==> src/rtl/rom_playback_sched_pkg.sv <==
// Shared constants and state encoding for the waveform ROM
// playback scheduler.
package rom_pkg;

    localparam int NROM = 4;
    localparam int SW   = 8;
    localparam int AW   = 8;

    localparam int DIV_DEF  = 11;
    localparam int LEN0_DEF = 132;
    localparam int LEN1_DEF = 121;
    localparam int LEN2_DEF = 88;
    localparam int LEN3_DEF = 55;

    typedef enum logic {
        IDLE = 1'b0,
        PLAY = 1'b1
    } state_t;

    typedef logic [SW-1:0] sample_t;
    typedef logic [AW-1:0] addr_t;

endpackage

==> src/rtl/rom_playback_sched_tick_gen.sv <==
// Sample-rate prescaler: counts 0..DIV-1 and flags the
// last count as the sample tick.
module sample_tick_gen
    import rom_pkg::*;
#(
    parameter int DIV = DIV_DEF
) (
    input  logic clk,
    input  logic reset,
    input  logic clear,
    output logic tick
);

    localparam int CW = (DIV > 2) ? $clog2(DIV) : 1;
    localparam logic [CW-1:0] LAST = CW'(DIV - 1);

    logic [CW-1:0] cnt;

    always_ff @(posedge clk) begin
        if (reset || clear) begin
            cnt <= '0;
        end else if (cnt == LAST) begin
            cnt <= '0;
        end else begin
            cnt <= cnt + 1'b1;
        end
    end

    assign tick = (cnt == LAST);

endmodule

==> src/rtl/rom_playback_sched.sv <==
// Round-robin scheduler for four waveform ROMs sharing one
// address bus, emitting one sample every DIV cycles.
module rom_playback_sched
    import rom_pkg::*;
#(
    parameter int DIV  = DIV_DEF,
    parameter int LEN0 = LEN0_DEF,
    parameter int LEN1 = LEN1_DEF,
    parameter int LEN2 = LEN2_DEF,
    parameter int LEN3 = LEN3_DEF
) (
    input  logic          clk,
    input  logic          reset,
    input  logic          run,
    input  logic [3:0]    en,
    input  logic [SW-1:0] rom0_data,
    input  logic [SW-1:0] rom1_data,
    input  logic [SW-1:0] rom2_data,
    input  logic [SW-1:0] rom3_data,
    output logic [AW-1:0] addr,
    output logic [1:0]    sel,
    output logic [SW-1:0] sample,
    output logic          sample_valid,
    output logic          seg_done,
    output logic          busy
);

    state_t  state;
    logic    tick;
    logic    clear;
    sample_t rom_mux;
    addr_t   last_addr;
    logic    at_last;
    logic [2:0] nxt;
    logic [2:0] first;

    // Search s+1, s+2, s+3, s; bit 2 flags a hit.
    function automatic logic [2:0] rr_next(
        input logic [3:0] e,
        input logic [1:0] s
    );
        logic [2:0] r;
        logic [1:0] j;
        r = 3'b000;
        for (int i = 1; i <= 4; i++) begin
            j = s + 2'(i);
            if (!r[2] && e[j]) begin
                r = {1'b1, j};
            end
        end
        return r;
    endfunction

    assign clear = (state != PLAY) || !run;

    sample_tick_gen #(
        .DIV (DIV)
    ) u_tick (
        .clk   (clk),
        .reset (reset),
        .clear (clear),
        .tick  (tick)
    );

    always_comb begin
        rom_mux = '0;
        unique case (sel)
            2'd0: rom_mux = rom0_data;
            2'd1: rom_mux = rom1_data;
            2'd2: rom_mux = rom2_data;
            2'd3: rom_mux = rom3_data;
        endcase
    end

    always_comb begin
        last_addr = '0;
        unique case (sel)
            2'd0: last_addr = AW'(LEN0 - 1);
            2'd1: last_addr = AW'(LEN1 - 1);
            2'd2: last_addr = AW'(LEN2 - 1);
            2'd3: last_addr = AW'(LEN3 - 1);
        endcase
    end

    assign at_last = (addr == last_addr);
    assign nxt     = rr_next(en, sel);
    assign first   = rr_next(en, 2'd3);

    always_ff @(posedge clk) begin
        if (reset) begin
            state        <= IDLE;
            addr         <= '0;
            sel          <= '0;
            sample       <= '0;
            sample_valid <= 1'b0;
            seg_done     <= 1'b0;
            busy         <= 1'b0;
        end else begin
            unique case (state)
                IDLE: begin
                    addr         <= '0;
                    sel          <= '0;
                    sample       <= '0;
                    sample_valid <= 1'b0;
                    seg_done     <= 1'b0;
                    busy         <= 1'b0;
                    if (run && first[2]) begin
                        state <= PLAY;
                        busy  <= 1'b1;
                        sel   <= first[1:0];
                    end
                end
                PLAY: begin
                    if (!run) begin
                        state        <= IDLE;
                        addr         <= '0;
                        sel          <= '0;
                        sample       <= '0;
                        sample_valid <= 1'b0;
                        seg_done     <= 1'b0;
                        busy         <= 1'b0;
                    end else begin
                        sample_valid <= tick;
                        seg_done     <= 1'b0;
                        if (tick) begin
                            sample <= rom_mux;
                            if (at_last) begin
                                seg_done <= 1'b1;
                                addr     <= '0;
                                if (nxt[2]) begin
                                    sel <= nxt[1:0];
                                end else begin
                                    // en emptied: finish this
                                    // sample, then idle
                                    state <= IDLE;
                                    sel   <= '0;
                                    busy  <= 1'b0;
                                end
                            end else begin
                                addr <= addr + 1'b1;
                            end
                        end
                    end
                end
                default: state <= IDLE;
            endcase
        end
    end

endmodule

==> config.mk <==
export PLATFORM = sky130hd
export DESIGN_NAME = rom_playback_sched
export DESIGN_NICKNAME = d
export VERILOG_FILES = /design/src/rtl/rom_playback_sched_pkg.sv /design/src/rtl/rom_playback_sched_tick_gen.sv /design/src/rtl/rom_playback_sched.sv
export SDC_FILE = /design/constraint.sdc
export NUM_CORES = 1
export LEC_CHECK = 0
export CAP_MARGIN = 20
export CORE_UTILIZATION = 41
export DETAILED_ROUTE_END_ITERATION = 8
export PLACE_DENSITY_LB_ADDON = 0.1
export SLEW_MARGIN = 15
export SYNTH_ARGS = -nofsm -noshare
export SYNTH_HDL_FRONTEND = slang
export SYNTH_SLANG_ARGS = --single-unit
==> constraint.sdc <==
create_clock -name clk -period 2.12 [get_ports clk]
set_input_delay 0.424 -clock clk [delete_from_list [all_inputs] [get_ports clk]]
set_output_delay 0.424 -clock clk [all_outputs]
set_load 0.01 [all_outputs]
==> results.toml <==
[worst_hold_path]
holdCritPathClass = "flip-flop to flip-flop"

[global_routing]
via_count_of_the_first_global_routing_pass = 1589
met3_track_usage_gr = 0.0304
gr-total-overflow = 0
grt_start_max_net_pins = 17
globalRouteMet1Util = 0.309
grt_busiest_layer = "met2"
groute.usage.overall = 0.215
globalRouteMet2Util = 0.340
grt_pass1_wl_mm = 7.49
initial_antenna_violation_count = 0

[timing]
timing.setup.tns_ps = 0
worst_slew_margin_rel = 0.663
timing.final.max_slew_violations = 0
finClkSkew_ps = 5.37
max_slew.worst_pin.slew_ps = 504
final_period_minus_worst_setup_slack_ps = 2060
final_cycle_share = 0.971
final_hold_viol_count = 0
report.final.setup_viol = 0
maxClockFrequency_mhz = 486
rsz0062_at_grt = "true"

[synth]
synth.avg_cell_area_um2 = 8.31
synth-warning-count = 0
synth_async_reset_ratio = 0
ys_ff_latch = 26
synthCells = 211
synth-edff-count = 0
yosysSeqAreaShare = 0.297
synthDominantCellAreaShare = 0.297
synthDominantAreaCellType = "dfxtp_1"
synth_most_common_cell = "nand2_1"
syn_area_mm2 = 0.00175
yosys-top-cells-area = "dfxtp_1, nand2_1, ha_1"
synth.cells.most_frequent = "nand2_1, dfxtp_1, nor2_1"
postSynth.topFlopCell = "dfxtp_1"
synth_fp_nets = 258
library_cells_used_by_synthesis = 49

[critical_path]
crit_required_ps = 2280
criticalPathCategory = "flip-flop to flip-flop"
crit_fanout = 5
critical_path.cell_chain = "inv_2 -> ha_4 -> or3_4 -> a2111oi_4 -> o22ai_4 -> buf_12 -> o211ai_1 -> a21oi_1"
critical_path_arrival_ps = 2220
worst_setup_path_end_kind = "flip-flop"
critical-path-max-stage-delay_ps = 380
start_kind = "flip-flop"
timing.critical_path.slowest_stage_cell = "dfxtp_2"

[clock_tree]
clk_pin_slew_worst_paths_ps = 90
cts_inserted_buffers = 3
cts_root_buffer = "clkbuf_8"
clock_sinks = 26
insertion_delay_ps = 270
ctsHtreeMaxLevel = 1
clock_path_buffers = 2
tritoncts_clock_tree = "done"
ctsHoldBuffers = 0

[place]
post_dp_hpwl_mm = 3.67
gp_routability_congestion = 0.794
port_buffers = 59

[layout]
post-route-util = 0.654
post_route_cells_drive_above_1_share = 0.173
synthToLayoutAreaGrowth_pct = 51.5
layout.nets = 332
num_antenna_cells = 0
fillerInstances = 341

[floorplanning]
ioPinCount = 60
rows = 23
design.die.area_mm2 = 0.00454
fp.dieW_um = 67.4
die_height_um = 67.4
core_mm2 = 0.00406
start_util = 0.432

[detailed_routing]
detail_route.vias_per_cell = 5.28
wire_per_inst_um = 14.6
route.detailed.drc = 0
drtAntennaViolNets = 0
drt_wl_total_mm = 4.87
initialDrtViolationCount = 164
drt_pre_antenna_iters = 4
vias = 1765

[pwr]
peakVddDrop_mv = 0.444
leakagePower_nw = 0.957
power.density_mw_per_mm2 = 417

[job]
max_cap_viol_count = 0

[outcome]
status = "finished, final reports clean"
[final cells by class]
class	count	area [um^2]	share of cell area
Sequential cell	26	526	0.198
Inverter	6	22.5	0.00848
Multi-Input combinational cell	164	1190	0.449
Clock buffer	4	55.1	0.0207
Timing Repair Buffer	84	798	0.301
Tap cell	50	62.6	0.0236
[metrics by stage]
step | hold slack [ps] | instance area (um^2) | setup slack [ps] | instances | power (mW)
4_1_cts | 460 | 2580 | 28.1 | 331 | 1.11
3_5_place_dp | 444 | 2520 | -100 | 327 | 0.784
6_report | 459 | 2660 | 61.7 | 334 | 1.11
2_1_floorplan | 430 | 1780 | -39.1 | 211 | 0.652
5_1_grt | 474 | 2660 | -26.2 | 334 | 1.16
3_3_place_gp | 441 | 2520 | -65.0 | 327 | 0.783
[layer usage]
layer / vias to the layer above / share of wire
met4: 0 / 0.0039
li1: 918 / -
met1: 821 / 0.49
met5: - / 0
met3: 2 / 0.026
met2: 24 / 0.48
[critical path: cells and delay by family, from the launching register on]
kind	cells	cell delay, ps
and+or+nand+nor	1	370
adders and majority gates	1	160
AOI/OAI and AO/OA	4	810
buffers and inverters	2	230
DFF	1	380
[kinds of logic after synthesis]
| logic type | synth area share |
|---|---|
| DFF | 0.297 |
| xor gates and xnor gates | 0.0600 |
| and+or+nand+nor | 0.230 |
| muxes | 0.0685 |
| buffers and inverters | 0.0521 |
| adders and majority gates | 0.0571 |
| AOI/OAI and AO/OA | 0.236 |
[placed cells by master (no fill, tap or decap), types with 2 or more instances in the layout]
master and n:
a21oi_1 14, a222oi_1 8, and3_1 2, and3b_1 2, buf_4 22, buf_6 2, clkbuf_8 4, clkdlybuf4s50_1 59
dfxtp_1 24, ha_1 5, ha_2 2, inv_1 4, inv_2 2, mux2i_1 3, mux4_2 3, nand2_1 34
nand2b_1 2, nand3_1 2, nor2_1 22, nor2b_1 2, nor3b_1 5, o2111ai_1 4, o211ai_1 3, o21ai_0 9
o21ai_1 4, o22ai_4 2, xnor2_1 6, xor2_1 6
[sequential cells by signal, summed over array words and instances (netlist names)]
signal	count
busy	1
sample_valid	1
addr	8
state	1
u_tick.cnt	4
seg_done	1
sample	8
sel	2
[path summary, 6_finish.rpt]
kind,start,to,slack (ps),cells past startpoint
min reg2reg,sample[1],sample[1],460,2
min,sample[1],sample[1],460,2
max reg2reg,sel[1],addr[1],60,8
max,sel[1],addr[1],60,8
[repair_timing]
| item | in CTS | in global routing |
|---|---|---|
| setup buffers | 0 | 3 |
| gates resized for setup | 0 | 11 |
| setup endpoints to repair | 0 | 11 |
| endpoints found under the hold margin | 0 | 0 |
[where the power goes]
group | total [mW] | internal, mW | switching [mW]
Sequential | 0.499 | 0.493 | 0.00569
Clock | 0.323 | 0.166 | 0.157
Combinational | 0.287 | 0.163 | 0.124
Note: power is estimated with default switching activity, not from simulation.
